===== config.mk =====
export PLATFORM = sky130hd
export DESIGN_NAME = align_prep
export DESIGN_NICKNAME = d
export VERILOG_FILES = /design/src/rtl/align_prep.sv
export SDC_FILE = /design/constraint.sdc
export NUM_CORES = 1
export LEC_CHECK = 0
export BUFFER_PORTS_ARGS = -buffer_cell sky130_fd_sc_hd__buf_2
export CELL_PAD_IN_SITES_DETAIL_PLACEMENT = 1
export CELL_PAD_IN_SITES_GLOBAL_PLACEMENT = 1
export CORE_UTILIZATION = 43
export CTS_CLUSTER_DIAMETER = 120
export DETAILED_ROUTE_END_ITERATION = 10
export GPL_TIMING_DRIVEN = 0
export PLACE_DENSITY = 0.87
export SKIP_LAST_GASP = 1
export SYNTH_ARGS = -nofsm -noshare
export SYNTH_HDL_FRONTEND = slang
export SYNTH_SLANG_ARGS = --single-unit

===== constraint.sdc =====
create_clock -name clk -period 2.9 [get_ports clk]
set_clock_uncertainty 0.15 [all_clocks]
set_input_delay 0.145 -clock clk [delete_from_list [all_inputs] [get_ports clk]]
set_output_delay 0.145 -clock clk [all_outputs]
set_load 0.02 [all_outputs]

===== src/rtl/align_prep.sv =====
// Operand alignment front end for a HUB floating-point adder: orders the two
// operands by magnitude and prepares mantissas and shift distance for the shifter.
module align_prep #(
  parameter int M = 24,
  parameter int E = 8
) (
  input  logic             clk,
  input  logic             rst_n,
  input  logic             in_valid,
  output logic             in_ready,
  input  logic [E+M-1:0]   x_in,
  input  logic [E+M-1:0]   y_in,
  output logic             out_valid,
  input  logic             out_ready,
  output logic [M+1:0]     mant_large,
  output logic [M+1:0]     mant_small,
  output logic [E:0]       shift_amount,
  output logic [E-1:0]     exp_large,
  output logic             sign_large,
  output logic             sign_small,
  output logic             eff_sub,
  output logic             swapped
);

  localparam int W = E + M;
  localparam int F = M - 1;
  localparam logic [E:0] SHIFT_MAX = (E+1)'(M + 2);

  // Zero exponent encodes zero, so the whole mantissa including the ILSB vanishes.
  function automatic logic [M+1:0] hub_mant(input logic [E-1:0] ex, input logic [F-1:0] fr);
    if (ex == '0) return '0;
    return {1'b0, 1'b1, fr, 1'b1};
  endfunction

  // Beyond M+2 positions every mantissa bit is shifted out, so larger distances saturate.
  function automatic logic [E:0] sat_shift(input logic signed [E:0] d);
    logic [E:0] mag;
    mag = d[E] ? $unsigned(-d) : $unsigned(d);
    return (mag > SHIFT_MAX) ? SHIFT_MAX : mag;
  endfunction

  logic                  sign_x_p0, sign_y_p0;
  logic [E-1:0]          exp_x_p0, exp_y_p0;
  logic [F-1:0]          frac_x_p0, frac_y_p0;
  logic signed [E:0]     diff_p0;

  logic                  vld_p1, sign_x_p1, sign_y_p1, ex_gt_p1, ex_eq_p1, frac_gt_p1;
  logic [E-1:0]          exp_x_p1, exp_y_p1;
  logic [F-1:0]          frac_x_p1, frac_y_p1;
  logic signed [E:0]     diff_p1;
  logic                  swap_p1;
  logic [M+1:0]          mant_x_p1, mant_y_p1;

  logic                  vld_p2, sign_large_p2, sign_small_p2, eff_sub_p2, swapped_p2;
  logic [M+1:0]          mant_large_p2, mant_small_p2;
  logic [E:0]            shift_p2;
  logic [E-1:0]          exp_large_p2;

  logic                  adv_p1, adv_p2, acc_p0;

  assign adv_p2   = !vld_p2 || out_ready;
  assign adv_p1   = !vld_p1 || adv_p2;
  assign in_ready = adv_p1;
  assign acc_p0   = in_valid && adv_p1;

  // Stage 0: field extraction and the raw exponent difference
  assign sign_x_p0 = x_in[W-1];
  assign sign_y_p0 = y_in[W-1];
  assign exp_x_p0  = x_in[W-2:F];
  assign exp_y_p0  = y_in[W-2:F];
  assign frac_x_p0 = x_in[F-1:0];
  assign frac_y_p0 = y_in[F-1:0];
  assign diff_p0   = $signed({1'b0, exp_x_p0}) - $signed({1'b0, exp_y_p0});

  // Stage 1: registered fields and comparison flags
  always_ff @(posedge clk or negedge rst_n) begin
    if (!rst_n) begin
      vld_p1     <= 1'b0;
      sign_x_p1  <= 1'b0;
      sign_y_p1  <= 1'b0;
      exp_x_p1   <= '0;
      exp_y_p1   <= '0;
      frac_x_p1  <= '0;
      frac_y_p1  <= '0;
      ex_gt_p1   <= 1'b0;
      ex_eq_p1   <= 1'b0;
      frac_gt_p1 <= 1'b0;
      diff_p1    <= '0;
    end else begin
      if (adv_p1) vld_p1 <= in_valid;
      if (acc_p0) begin
        sign_x_p1  <= sign_x_p0;
        sign_y_p1  <= sign_y_p0;
        exp_x_p1   <= exp_x_p0;
        exp_y_p1   <= exp_y_p0;
        frac_x_p1  <= frac_x_p0;
        frac_y_p1  <= frac_y_p0;
        ex_gt_p1   <= exp_x_p0 > exp_y_p0;
        ex_eq_p1   <= exp_x_p0 == exp_y_p0;
        frac_gt_p1 <= frac_x_p0 > frac_y_p0;
        diff_p1    <= diff_p0;
      end
    end
  end

  always_comb begin
    swap_p1   = (!ex_gt_p1 && !ex_eq_p1) ||
                (ex_eq_p1 && !frac_gt_p1 && (frac_x_p1 != frac_y_p1));
    mant_x_p1 = hub_mant(exp_x_p1, frac_x_p1);
    mant_y_p1 = hub_mant(exp_y_p1, frac_y_p1);
  end

  // Stage 2: ordered operands presented to the shifter
  always_ff @(posedge clk or negedge rst_n) begin
    if (!rst_n) begin
      vld_p2        <= 1'b0;
      mant_large_p2 <= '0;
      mant_small_p2 <= '0;
      shift_p2      <= '0;
      exp_large_p2  <= '0;
      sign_large_p2 <= 1'b0;
      sign_small_p2 <= 1'b0;
      eff_sub_p2    <= 1'b0;
      swapped_p2    <= 1'b0;
    end else begin
      if (adv_p2) vld_p2 <= vld_p1;
      if (adv_p2 && vld_p1) begin
        mant_large_p2 <= swap_p1 ? mant_y_p1 : mant_x_p1;
        mant_small_p2 <= swap_p1 ? mant_x_p1 : mant_y_p1;
        shift_p2      <= sat_shift(diff_p1);
        exp_large_p2  <= swap_p1 ? exp_y_p1 : exp_x_p1;
        sign_large_p2 <= swap_p1 ? sign_y_p1 : sign_x_p1;
        sign_small_p2 <= swap_p1 ? sign_x_p1 : sign_y_p1;
        eff_sub_p2    <= sign_x_p1 ^ sign_y_p1;
        swapped_p2    <= swap_p1;
      end
    end
  end

  assign out_valid    = vld_p2;
  assign mant_large   = mant_large_p2;
  assign mant_small   = mant_small_p2;
  assign shift_amount = shift_p2;
  assign exp_large    = exp_large_p2;
  assign sign_large   = sign_large_p2;
  assign sign_small   = sign_small_p2;
  assign eff_sub      = eff_sub_p2;
  assign swapped      = swapped_p2;

endmodule


==> impl_results.md <==
* CP peak stage delay at 0.58 ns
* CTS Buffer Depth at 2
* Most common cell after layout, fill and taps aside: dfrtp_1
* Critical Path End Type: flop
* Clock Latency Late Sink at 0.43 ns
* TritonCTS Buffers at 17
* First-pass GRT wire length at 43600 µm
* Layout cells sized above 1 at 23.9%
* PortBufs at 140
* Grt ovf at 0
* Share of flip-flops with an asynchronous set or reset at 100%
* Main synth FF type: dfrtp_1
* Leakage at 4.61 nW
* Initial drt markers at 420
* Cell class contributing the biggest share of worst-path delay: simple AND/OR/NAND/NOR gates
* Number of synthesized flops with an enable pin at 0
* Outcome: complete, no violations
* IO Count at 143
* Antenna violations before repair at 0
* Worst path slowest cell: or4b_1
* Total Routing Usage GR at 32.7%
* Startpoint types: flop
* Endpoints failing setup at 0
* Min-delay worst type: input pin to async pin
* Core area at 0.0167 mm²
* Synthesis-stage register bit count at 147
* GP Congestion at 0.845
* Mapped Cells at 701
* Worst VDD drop at 0.481 mV
* CP arrival at 2.97 ns
* Period utilization at 95.4%
* DRT Pass-1 Iters at 4
* Final #Nets at 1032
* CTS H-tree depth at 4
* Clock transition at the registers of the reported paths at 0.06 ns
* Worst slew margin at 48.0%
* Worst-path cell chain: inv_1, ha_1, nor4bb_1, a211oi_1, or4b_1, o21a_1, nor4_4, a22o_1
* # clock sinks at 147
* Commonest cells after routing, fill and taps aside: 147 x dfrtp_1, 146 x buf_2, 68 x dlygate4sd3_1
* Avg Cell Area, Syn at 10.6 µm²
* CTS tree: done
* Diode count at 0
* YS warnings at 0
* CP Class: flop to flop
* Worst EP required at 3.11 ns
* Cell Rows at 47
* Min Tclk post-route at 2.77 ns
* Full die area at 0.0178 mm²
* Final count of pins violating max slew at 0
* Cell Pwr Density at 750 mW/mm²
* Measured slew at the worst slew-check pin at 0.780 ns
* Mapped Area at 0.00743 mm²
* Die width at 133 µm
* Die extent in y at 133 µm
* Initial cell density of the core at 44.5%
* Vias at 6790
* RSZ-0062 raised after global routing: false
* Largest net degree at the start of global routing at 100
* Synth-to-layout area growth at 30.9%
* Drt total wl at 27700 µm
* Post-DP HPWL at 17400 µm
* WL per Instance at 23.9 µm
* # DRC at 0
* Clk root buf: clkbuf_16
* Vias in the first global route at 7692
* Final antenna-violating net count at 0
* Vias/cell at 5.85
* Max Clock Freq at 0.362 GHz
* Crit path max fanout at 6
* Fin area at 0.00972 mm²
* Sequential element share of the synthesized area at 49.5%
* Synth unique cells at 53
* Max-cap viol count at 0
* Fin. Hold Viols at 0
* Placed cell areas at 0.00844 mm²
* WP buf/inv at 1
* Post-Route Utilization at 58.2%
[report_power, final]
part	leakage [nW]	switching, W	internal (W)	total, W
combinational	2.53	0.00126	0.000861	0.00212
sequential	1.80	0.000409	0.00246	0.00287
clock	0.287	0.000882	0.00141	0.00229
[cells by family (layout without fill, tap and decap cells)]
| logic type | after synthesis | in the layout | share of synthesized area (%) |
|---|---|---|---|
| other cells | 1 | 2 | 0.0505 |
| flops | 147 | 147 | 49.5 |
| simple gates | 206 | 206 | 14.5 |
| xor+xnor | 30 | 30 | 3.54 |
| buf+inv | 77 | 315 | 4.67 |
| compound gates | 168 | 168 | 16.2 |
| fa+ha+maj | 34 | 34 | 5.83 |
| mux | 38 | 38 | 5.71 |
[path summary, 6_finish.rpt]
path | slack (ns) | cells past startpoint | from | to
setup reg to reg | 0.13 | 8 | diff_p1[0] | shift_amount[0]
min in group clk | 0.33 | 1 | shift_amount[8] | shift_amount[8]
hold reg to reg | 0.33 | 1 | shift_amount[8] | shift_amount[8]
setup / recovery | 0.13 | 8 | diff_p1[0] | shift_amount[0]
hold / removal | 0.08 | 2 | rst_n | shift_amount[1]
max in group asynchronous | 1.63 | 3 | rst_n | frac_gt_p1
[routing by layer]
layer | GRT usage [%] | vias to the layer above | part of all wire, % | wire length [µm]
met4 | 16.0 | 0 | 3.9 | 1090
met5 | 0 | - | 0 | 0
met2 | 58.0 | 269 | 52 | 14300
li1 | - | 2960 | - | -
met1 | 37.6 | 3477 | 40 | 11000
met3 | 6.39 | 84 | 4.7 | 1290
[worst register-to-register path, cell delays in order (launching register included)]
cell and delay [ns]:
dfrtp_1 0.46, inv_1 0.12, ha_1 0.25, nor4bb_1 0.36, a211oi_1 0.14, or4b_1 0.58
o21a_1 0.16, nor4_4 0.28, a22o_1 0.21
[cell usage after synthesis (7+ instances only)]
cell,instances,share of area (%)
clkbuf_1,18,0.91
nor4_1,9,0.76
ha_1,33,5.6
buf_4,7,0.71
nand2_1,53,2.7
xor2_1,21,2.5
nand4_1,9,0.76
a221o_1,47,6.3
o22ai_1,11,0.93
nor2b_1,9,0.76
xnor2_1,9,1.1
a211oi_1,15,1.5
a21oi_1,26,1.8
buf_2,7,0.47
dfrtp_1,147,50
nor2_1,44,2.2
mux2_2,35,5.3
inv_1,36,1.8
o21ai_0,45,3.0
and2_1,53,4.5
[sequential cells by signal, summed over array words and instances (netlist names), 8 cells and up]
signal,flops
mant_large,24
mant_small,24
frac_x_p1,23
frac_y_p1,23
diff_p1,9
shift_amount,9
exp_large,8
exp_x_p1,8
exp_y_p1,8
[area by class of cell]
class | instances | area, µm²
timing repair buffer | 209 | 1420
sequential | 147 | 3680
buffer | 41 | 211
fill | 1850 | 6980
tap | 220 | 275
clock inverter | 8 | 128
inverter | 36 | 135
multi-input combinational | 478 | 3400
clock buffer | 21 | 470
[what timing repair did]
| item | in CTS | in global routing |
|---|---|---|
| hold endpoints to repair | 116 | 0 |
| resized for setup | 0 | 0 |
| setup endpoints to repair | 0 | 5 |
| buffers inserted | 0 | 0 |
| hold buffers | 68 | 0 |
[stage by stage]
step,setup slack (ns),TNS [ns],total power [W],hold slack [ns],std cells
2_1_floorplan,0.533,0,0.00402,-0.301,702
3_3_place_gp,-0.614,-88.19,0.00471,0.204,1062
3_5_place_dp,0.0746,0,0.00483,-0.0336,1063
4_1_cts,0.0453,0,0.00721,0.0913,1160
5_1_grt,0.0166,0,0.00755,0.119,1160
6_report,0.134,0,0.00728,0.0804,1160
Power figures use the tool's default switching activity.
